[src/rtl/hash_display_ctrl.sv]
// Run/pause sequencer: one hash round per tick, serial shift-add-3 BCD conversion onto five digit outputs.
// Optional macro HASH_TIMEOUT_EN adds a bounded hash_done wait with a sticky hash_err flag.
module hash_display_ctrl #(
  parameter int TIMEOUT_CYCLES = 1024,
  parameter bit AUTO_RUN       = 1'b0
) (
  input  logic        sysclk,
  input  logic        rst_n,
  input  logic        button_pulse,
  input  logic        tick_5s,
  input  logic [15:0] student_id,
  output logic        hash_start,
  output logic [15:0] hash_seed,
  input  logic        hash_done,
  input  logic [15:0] hash_value,
  output logic        enable,
  output logic        busy,
  output logic [15:0] cur_hash,
  output logic [3:0]  D5_out,
  output logic [3:0]  D4_out,
  output logic [3:0]  D3_out,
  output logic [3:0]  D2_out,
  output logic [3:0]  D1_out,
  output logic        bcd_valid,
  output logic        hash_err
);

  typedef enum logic [2:0] {IDLE, HASH_REQ, HASH_WAIT, CONVERT, UPDATE} state_t;

  state_t      state, state_nx;
  logic        pending, first;
  logic [15:0] chain_id;
  logic [19:0] bcd;
  logic [15:0] bin;
  logic [3:0]  bit_cnt;
  logic        enable_nx, go, timeout;

  function automatic logic [19:0] add3(input logic [19:0] v);
    logic [19:0] r;
    logic [3:0]  nib;
    r = v;
    for (int i = 0; i < 5; i++) begin
      nib = v[4*i +: 4];
      if (nib >= 4'd5) r[4*i +: 4] = nib + 4'd3;
    end
    return r;
  endfunction

`ifdef HASH_TIMEOUT_EN
  localparam logic [15:0] TO_LIMIT = 16'(TIMEOUT_CYCLES - 1);
  logic [15:0] wait_cnt;
`endif

  assign busy       = (state != IDLE);
  assign hash_start = (state == HASH_REQ);

  always_comb begin
    enable_nx = enable ^ button_pulse;
    // toggle is resolved first so a same-cycle tick sees the new run mode
    go        = (state == IDLE) && enable_nx &&
                (tick_5s || pending || (button_pulse && !enable));
    timeout   = 1'b0;
`ifdef HASH_TIMEOUT_EN
    timeout   = (state == HASH_WAIT) && !hash_done && (wait_cnt == TO_LIMIT);
`endif
    state_nx  = state;
    case (state)
      IDLE:      if (go) state_nx = HASH_REQ;
      HASH_REQ:  state_nx = HASH_WAIT;
      HASH_WAIT: begin
        if (hash_done)    state_nx = CONVERT;
        else if (timeout) state_nx = IDLE;
      end
      CONVERT:   if (bit_cnt == 4'd15) state_nx = UPDATE;
      UPDATE:    state_nx = IDLE;
      default:   state_nx = IDLE;
    endcase
  end

  always_ff @(posedge sysclk or negedge rst_n) begin
    if (!rst_n) begin
      state     <= IDLE;
      enable    <= AUTO_RUN;
      pending   <= 1'b0;
      first     <= 1'b1;
      chain_id  <= '0;
      hash_seed <= '0;
      cur_hash  <= '0;
      bcd_valid <= 1'b0;
      D5_out    <= '0;
      D4_out    <= '0;
      D3_out    <= '0;
      D2_out    <= '0;
      D1_out    <= '0;
    end else begin
      state     <= state_nx;
      enable    <= enable_nx;
      bcd_valid <= (state == UPDATE);

      if (!enable_nx)             pending <= 1'b0;
      else if (go)                pending <= 1'b0;
      else if (tick_5s && busy)   pending <= 1'b1;

      // a new or changed student_id restarts the chain from the id itself
      if (go) begin
        if (first || (student_id != chain_id)) begin
          hash_seed <= student_id;
          chain_id  <= student_id;
          first     <= 1'b0;
        end else begin
          hash_seed <= cur_hash;
        end
      end

      if ((state == HASH_WAIT) && hash_done) cur_hash <= hash_value;

      if (state == UPDATE) begin
        D5_out <= bcd[19:16];
        D4_out <= bcd[15:12];
        D3_out <= bcd[11:8];
        D2_out <= bcd[7:4];
        D1_out <= bcd[3:0];
      end
    end
  end

  // conversion datapath is reloaded on every round, so it carries no reset
  always_ff @(posedge sysclk) begin
    if ((state == HASH_WAIT) && hash_done) begin
      bin     <= hash_value;
      bcd     <= '0;
      bit_cnt <= '0;
    end else if (state == CONVERT) begin
      {bcd, bin} <= {add3(bcd), bin} << 1;
      bit_cnt    <= bit_cnt + 4'd1;
    end
  end

`ifdef HASH_TIMEOUT_EN
  always_ff @(posedge sysclk or negedge rst_n) begin
    if (!rst_n) begin
      wait_cnt <= '0;
      hash_err <= 1'b0;
    end else begin
      if (state == HASH_REQ)       wait_cnt <= '0;
      else if (state == HASH_WAIT) wait_cnt <= wait_cnt + 16'd1;
      if (timeout)                 hash_err <= 1'b1;
      else if (state == UPDATE)    hash_err <= 1'b0;
    end
  end
`else
  logic unused_timeout;
  assign unused_timeout = ^TIMEOUT_CYCLES;
  assign hash_err       = 1'b0;
`endif

endmodule

[config.mk]
export PLATFORM = sky130hd
export DESIGN_NAME = hash_display_ctrl
export DESIGN_NICKNAME = d
export VERILOG_FILES = /design/src/rtl/hash_display_ctrl.sv
export SDC_FILE = /design/constraint.sdc
export NUM_CORES = 1
export LEC_CHECK = 0
export BUFFER_PORTS_ARGS = -buffer_cell sky130_fd_sc_hd__buf_2
export CAP_MARGIN = 15
export CELL_PAD_IN_SITES_DETAIL_PLACEMENT = 0
export CELL_PAD_IN_SITES_GLOBAL_PLACEMENT = 1
export CORE_MARGIN = 2
export CORE_UTILIZATION = 46
export CTS_CLUSTER_SIZE = 40
export DETAILED_ROUTE_END_ITERATION = 7
export PLACE_DENSITY = 0.87
export SYNTH_ARGS = -nofsm -noshare
export SYNTH_HDL_FRONTEND = slang
export SYNTH_SLANG_ARGS = --single-unit
[constraint.sdc]
create_clock -name sysclk -period 3.22 [get_ports sysclk]
set_input_delay 0.322 -clock sysclk [delete_from_list [all_inputs] [get_ports sysclk]]
set_output_delay 0.322 -clock sysclk [all_outputs]
set_load 0.02 [all_outputs]
; ---- After elaboration in Yosys (flattened, before gate mapping)
; Index checks and enable logic that the tools add are counted.
[classes]
n_mux = 15
order_cmp = 5
n_eq_ne = 10
n_addsub = 6
reduce_logical = 14
n_bitwise = 1
[op_table]
columns = op, n
row1 = 16-bit two-way mux, 3
row2 = "4-bit by 3-bit >= comparator with 1-bit output, second input constant", 5
row3 = "4-bit by 2-bit adder with 4-bit output, second input constant", 4
row4 = 4-bit two-way mux, 4
row5 = 16-bit != test, 1
row6 = 3-bit two-way mux, 4
row7 = 3-bit case mux with 4 select lines, 1
row8 = "3-bit by 2-bit equality test with 1-bit output, second input constant", 2
row9 = "2-bit != test, second input constant", 3
row10 = 1-bit logical AND, 5
row11 = "4-bit by 1-bit adder with 4-bit output, second input constant", 1
row12 = "4-bit equality test, second input constant", 1
row13 = "3-bit by 2-bit adder with 3-bit output, second input constant", 1
row14 = "3-bit by 1-bit equality test with 1-bit output, second input constant", 1
row15 = "3-bit equality test, second input constant", 1
row16 = 3-bit zero test, 1
row17 = 1-bit logical OR, 3
row18 = 1-bit two-way mux, 3
row19 = "3-bit by 1-bit != test with 1-bit output, second input constant", 1
row20 = 3-bit AND reduction, 1
row21 = 3-bit nonzero test, 1
row22 = 2-bit AND reduction, 1
row23 = 2-bit nonzero test, 1
row24 = 1-bit zero test, 1
row25 = 1-bit bitwise XOR, 1
[totals]
register_bits = 115
wordCells = 67
out_inout_bits = 57

; ---- Logic depth before layout (Yosys ltp)
; Gate-level depths: netlist (run 1).
[logic_depth]
ltp_word = 6
ltp_mapped = 8
depth_no_buf = 7

; ---- Least setup slack after synthesis (run 1)
; OpenSTA, ideal clock, no wires.
[synth_timing]
kind = register -> register
startpoint = register chain_id[13]
endpoint = register chain_id[10]
required_time_ns = 3.095
stages_incl_launch_ff = 8
period_less_slack_ns = 2.137
t_arrival_ns = 2.011
slack_ns = 1.083
setup_time_ns = 0.125
path_cell_list = dfrtp_1 -> xnor2_1 -> nand4_1 -> or4_4 -> buf_6 -> o21ai_4 -> buf_12 -> mux2_4
[synth_via]
elab_chain_cells = 3
[synth_lines]
columns = element, line_no
row1 = from (decl), 32  ; logic [15:0] chain_id;
row2 = from (signal assigned), 108  ; chain_id <= student_id;
row3 = 16-bit != test, 106  ; if (first || (student_id != chain_id)) begin
row4 = 1-bit logical OR, 106
row5 = 2-bit AND reduction (no source line), --
; No other way between the ends.
; A chain may end at the register's enable or synchronous reset.

; ---- Worst setup path in the final report (run 1)
[layout_timing]
startpoint = register chain_id[14]
endpoint = register chain_id[3]
; The elaborated chain is that of the path after synthesis.

==> results of run 1 <==
[metal layers]
layer	GRT usage	wire, um	up-vias
met5	0	0	-
met4	0.0850	215	0
met3	0.0688	678	21
met2	0.319	5560	136
met1	0.276	5350	1954
li1	-	-	1889
[report_power, final]
group	leakage, nW	internal (mW)	switching [mW]	total [mW]
combinational	1.49	0.778	1.16	1.94
clock	0.275	1.11	0.635	1.75
sequential	1.35	2.06	0.415	2.47
[metrics by stage]
stage	std cells	hold WS, ns	instance area [um2]	power (mW)	util
after floorplan	498	0.0264	5150	3.79	-
after global placement	710	0.463	5710	4.34	0.524
after detailed placement	710	0.482	5710	4.43	0.524
after CTS	744	0.000986	6280	6.21	0.577
after global routing	744	0.0136	6280	6.59	0.577
final	745	0.0224	6280	6.16	0.577
[cells by family after synthesis]
kind of cell             share of synthesized area
AND/OR/NAND/NOR                              0.147
flip-flops                                   0.551
AO/OA/AOI/OAI                                0.103
buffers and inverters                       0.0355
multiplexers                                0.0860
XOR/XNOR                                    0.0476
adder cells (fa/ha/maj)                     0.0291
other                                     0.000728
[cell type report]
class                      instances  area [um2]
antenna                            1        2.50
clock buffer                      21         439
clock inverter                    11         111
fill                             944        4610
inverter                          13        48.8
multi-input combinational        343        2130
sequential                       115        2840
tap                              140         175
timing repair buffer             101         536
[placed cells by master, fill, tap and decap left out, drive strengths merged, types with 3 or more instances in the layout]
cell type  count
nand2b         6
nand4          5
inv           14
o21ai         30
nor3           5
nand3          7
o32ai          4
or3            3
nor2          35
xnor2         20
xor2           8
mux2          36
a31oi         16
a21oi         39
dfrtp         74
edfxtp        16
clkbuf        21
and2           4
clkinv         7
nand2         98
dfxtp         24
ha            12
buf           99
[state kept, by name, summed over array words and instances (netlist names), 3 cells and up]
signal / cells
D5_out: 4
chain_id: 16
cur_hash: 16
hash_seed: 16
D4_out: 4
state: 3
bin: 16
bcd: 20
D3_out: 4
D2_out: 4
bit_cnt: 4
D1_out: 4
[timing repair]
item	CTS	global route
hold buffers	2	0
hold endpoints to repair	5	0
resized for setup	0	0
endpoints found under the setup margin	0	0
[worst max-delay path, stage by stage, from the launching register on]
cell	delay [ns]
dfrtp_1	0.39
xnor2_1	0.25
nand4_1	0.16
or4_4	0.62
o21ai_4	0.59
mux2_2	0.41
[path summary, 6_finish.rpt]
kind                       slack, ns      endpoint           start
min                             0.02  cur_hash[12]  hash_value[12]
max                             0.67   chain_id[3]    chain_id[14]
max reg2reg                     0.67   chain_id[3]    chain_id[14]
max in group asynchronous       2.10   chain_id[2]           rst_n
min reg2reg                     0.49       bcd[17]         bcd[17]
min in group asynchronous       0.50  hash_seed[8]           rst_n
==> flow_metrics.py, run 1 <==
metrics = {
    "clocking": {
        "clock_latency_ns": 0.52,
        "cts_root_buf": "clkbuf_8",
        "htreeDepth": 4,
        "cts_buffers": 17,
        "tritoncts": "yes",
        "clockBufferDepth": 2,
        "post_cts.repair.setup_buffers": 0,
        "cts.sinks": 115,
        "path_clk_slew_ns": 0.05,
    },
    "sta": {
        "fin_crit_sh": 0.792,
        "timing.final.ws_setup_ns": 0.671,
        "fmax_ghz": 0.392,
        "finalHoldViolCount": 0,
        "setup_tns_ns": 0,
        "skew_ns": 0.00539,
        "worstMarginPinSlew_ns": 0.969,
        "setup_viol": 0,
        "slew_headroom": 0.354,
        "rsz0062_at_grt": "no",
        "slew_violations": 0,
        "min_period_ns": 2.55,
    },
    "synth": {
        "netlist_instances": 498,
        "synth_area_leaders": "dfrtp_1, dfxtp_1, edfxtp_1",
        "syn_nets": 547,
        "async_flop_share": 0.652,
        "netlist_area_um2": 5150,
        "yosysTopAreaCellShare": 0.359,
        "synth.avg_cell_area_um2": 10.3,
        "synth_cell_types": 44,
        "synth_most_common_cell": "nand2_1",
        "ys_seq_elements": 115,
        "synth_common_cells": "nand2_1, dfrtp_1, a21oi_1, nor2_1, o21ai_0",
        "ys_warn_count": 0,
        "yosys.area.top_type": "dfrtp_1",
        "ys_seq_area_frac": 0.551,
        "ys.flop_type": "dfrtp_1",
        "synth_edf_count": 16,
    },
    "status": {
        "outcome": "completed",
    },
    "floorplan": {
        "die_h_um": 110,
        "dieArea_um2": 12100,
        "core_area_um2": 10900,
        "die_w_um": 110,
        "rows": 38,
        "start_util": 0.473,
        "io_pins": 94,
    },
    "final_layout": {
        "nets": 640,
        "syn_to_final_growth_pct": 21.9,
        "drive_gt1_frac": 0.280,
    },
    "hold_path": {
        "hp-class": "input pin to register",
        "worstHoldPathCells": 3,
    },
    "global_route": {
        "grt_max_degree": 76,
        "grt_antenna_before_repair": 0,
        "grt_pass1_vias": 3905,
        "grt_overflow": 0,
        "grt_pass1_wl_um": 19300,
        "grtUsageTotal": 0.210,
    },
    "routing": {
        "routed_wl_um": 11800,
        "avgRoutedWirePerCell_um": 15.8,
        "dr.first_iter.drc_count": 271,
        "viasPerCell": 5.37,
        "vias": 4000,
        "drc_errors": 0,
        "drtAntennaViolNets": 0,
        "firstDrtPassIters": 4,
    },
    "setup_path": {
        "path_class": "register to register",
        "crit_fanout": 17,
        "r2r_cells": 5,
        "arrival_ns": 2.95,
        "crit_required_ns": 3.62,
        "critPathLaunchType": "register",
        "endpoint_kind": "register",
    },
    "place": {
        "io_buffers": 92,
        "hpwl_um": 8100,
        "post-place-ws_ns": 0.646,
        "place.gp.congestion": 0.889,
    },
    "power_and_ir_drop": {
        "leakagePower_nw": 3.11,
        "power_density_nw_per_um2": 980,
        "ir_drop_mv": 0.614,
    },
    "job": {
        "maxCapViolCount": 0,
    },
}
Note: power is estimated with default switching activity, not from simulation.
==> run 2, diff against run 1 <==
CORE_UTILIZATION = 43   (was 46)
PLACE_DENSITY = 0.82   (was 0.87)
clock period = 2.5 ns   (was 3.22 ns; I/O delays follow)
==> flow_metrics.py, run 2 (synthesis results as in run 1) <==
metrics = {
    "status": {
        "outcome": "completed",
    },
    "clocking": {
        "postCtsHoldBufs": 0,
        "htreeDepth": 4,
        "clockBufferDepth": 2,
        "path_clk_slew_ns": 0.05,
        "cts.sinks": 115,
        "ctsResizeCount": 0,
        "cts_buffers": 17,
        "cts_root_buf": "clkbuf_16",
        "post_cts.repair.setup_buffers": 0,
        "clock_latency_ns": 0.41,
        "tritoncts": "yes",
    },
    "floorplan": {
        "die_w_um": 113,
        "rows": 39,
        "io_pins": 94,
        "core_area_um2": 11600,
        "start_util": 0.445,
        "dieArea_um2": 12900,
        "die_h_um": 113,
    },
    "global_route": {
        "grtUsageMet1": 0.264,
        "grt_overflow": 0,
        "busiest_layer": "met2",
        "grtUsageMet2": 0.295,
        "met3_usage": 0.0595,
        "grtUsageTotal": 0.194,
        "grt_pass1_vias": 3904,
        "grt_antenna_before_repair": 0,
        "grt_max_degree": 76,
        "grt_pass1_wl_um": 19400,
    },
    "final_layout": {
        "diodes": 0,
        "seqCellArea_um2": 2840,
        "multiInputGateArea_um2": 2130,
        "mostFrequentLayoutCells": "nand2_1, buf_2, dfrtp_1, a21oi_1, nor2_1",
        "fill_cells": 1019,
        "regMostFlops": "bcd",
        "syn_to_final_growth_pct": 22.7,
        "largest_reg_flops": 20,
        "drive_gt1_frac": 0.286,
        "final_common_cell": "nand2_1",
        "nets": 644,
    },
    "setup_path": {
        "critPathLaunchType": "register",
        "r2r-end": "chain_id[4]",
        "r2r_cells": 6,
        "path_class": "register to register",
        "crit_required_ns": 2.79,
        "endpoint_kind": "register",
        "rrSetupSlack_ns": 0.36,
        "crit_fanout": 9,
        "timing.rr.start": "chain_id[3]",
        "arrival_ns": 2.43,
        "crit_end": "chain_id[4]",
        "crit_start": "chain_id[3]",
    },
    "routing": {
        "drtAntennaViolNets": 0,
        "viasPerCell": 5.20,
        "avgRoutedWirePerCell_um": 15.8,
        "vias": 3903,
        "drc_errors": 0,
        "firstDrtPassIters": 4,
        "dr.first_iter.drc_count": 292,
        "routed_wl_um": 11900,
    },
    "power_and_ir_drop": {
        "power.total_mw": 8.00,
        "power_density_nw_per_um2": 1270,
        "leakagePower_nw": 3.13,
        "ir_drop_mv": 0.537,
    },
    "hold_path": {
        "hp-class": "input pin to asynchronous set/reset pin",
    },
    "sta": {
        "fin_crit_sh": 0.857,
        "worstMarginPinSlew_ns": 0.994,
        "finalHoldViolCount": 0,
        "fmax_ghz": 0.467,
        "setup_tns_ns": 0,
        "min_period_ns": 2.14,
        "skew_ns": 0.0115,
        "slew_headroom": 0.337,
        "slew_violations": 0,
        "rsz0062_at_grt": "no",
        "setup_viol": 0,
    },
    "place": {
        "hpwl_um": 8160,
        "place.gp.congestion": 0.829,
        "io_buffers": 92,
    },
    "job": {
        "maxCapViolCount": 0,
    },
}
run 2: changes by cell type in the layout (fill, tap and decap cells not counted), sizes merged:
cell,delta
buf,+6
clkbuf,+1
diode,-1
clkinv,-2
dlygate4sd3,-2
clkinvlp,+1
run 2: power by group:
part | internal (mW) | leakage (nW) | total (mW) | switching (mW)
clock network | 1.48 | 0.274 | 2.31 | 0.826
registers | 2.65 | 1.35 | 3.20 | 0.553
logic | 1.01 | 1.51 | 2.49 | 1.48
total | 5.14 | 3.13 | 8.00 | 2.86
run 2: worst min path at each step:
stage | startpoint | to | cells past startpoint
2_1_floorplan | rst_n | D1_out[0] | 0
4_1_cts | hash_value[10] | cur_hash[10] | 3
5_1_grt | hash_value[3] | cur_hash[3] | 3
6_report | rst_n | hash_seed[8] | 1
3_5_place_dp | hash_value[10] | cur_hash[10] | 3
3_3_place_gp | bit_cnt[1] | bit_cnt[1] | 2
run 2: stage by stage:
| stage | setup slack (ns) | utilization | cells | instance area (um2) | hold slack [ns] |
|---|---|---|---|---|---|
| after global routing | 0.293 | 0.547 | 751 | 6320 | 0.0704 |
| after CTS | 0.374 | 0.547 | 751 | 6320 | 0.0416 |
| after global placement | 0.399 | 0.498 | 719 | 5760 | 0.462 |
| final | 0.357 | 0.547 | 751 | 6320 | 0.0141 |
| after detailed placement | 0.379 | 0.498 | 719 | 5760 | 0.465 |
| after floorplan | 0.363 | - | 498 | 5150 | -0.0456 |
run 2: cell type report:
cell class | count | area share
tap | 143 | 0.0283
clock inverter | 10 | 0.0174
multi-input combinational | 343 | 0.337
sequential | 115 | 0.449
timing repair buffer | 105 | 0.0887
inverter | 13 | 0.00772
clock buffer | 22 | 0.0719
run 2: metal layers:
| layer | vias to the layer above | routed length [um] |
|---|---|---|
| li1 | 1903 | - |
| met1 | 1897 | 5630 |
| met2 | 88 | 5520 |
| met4 | 0 | 187 |
| met5 | - | 0 |
| met3 | 15 | 561 |
run 2: worst max-delay path: stages, from the launching register on:
cell,delay (ns)
dfrtp_1,0.38
xnor2_1,0.27
nand4b_1,0.17
or4_4,0.47
o21ai_4,0.17
buf_4,0.22
mux2_2,0.34
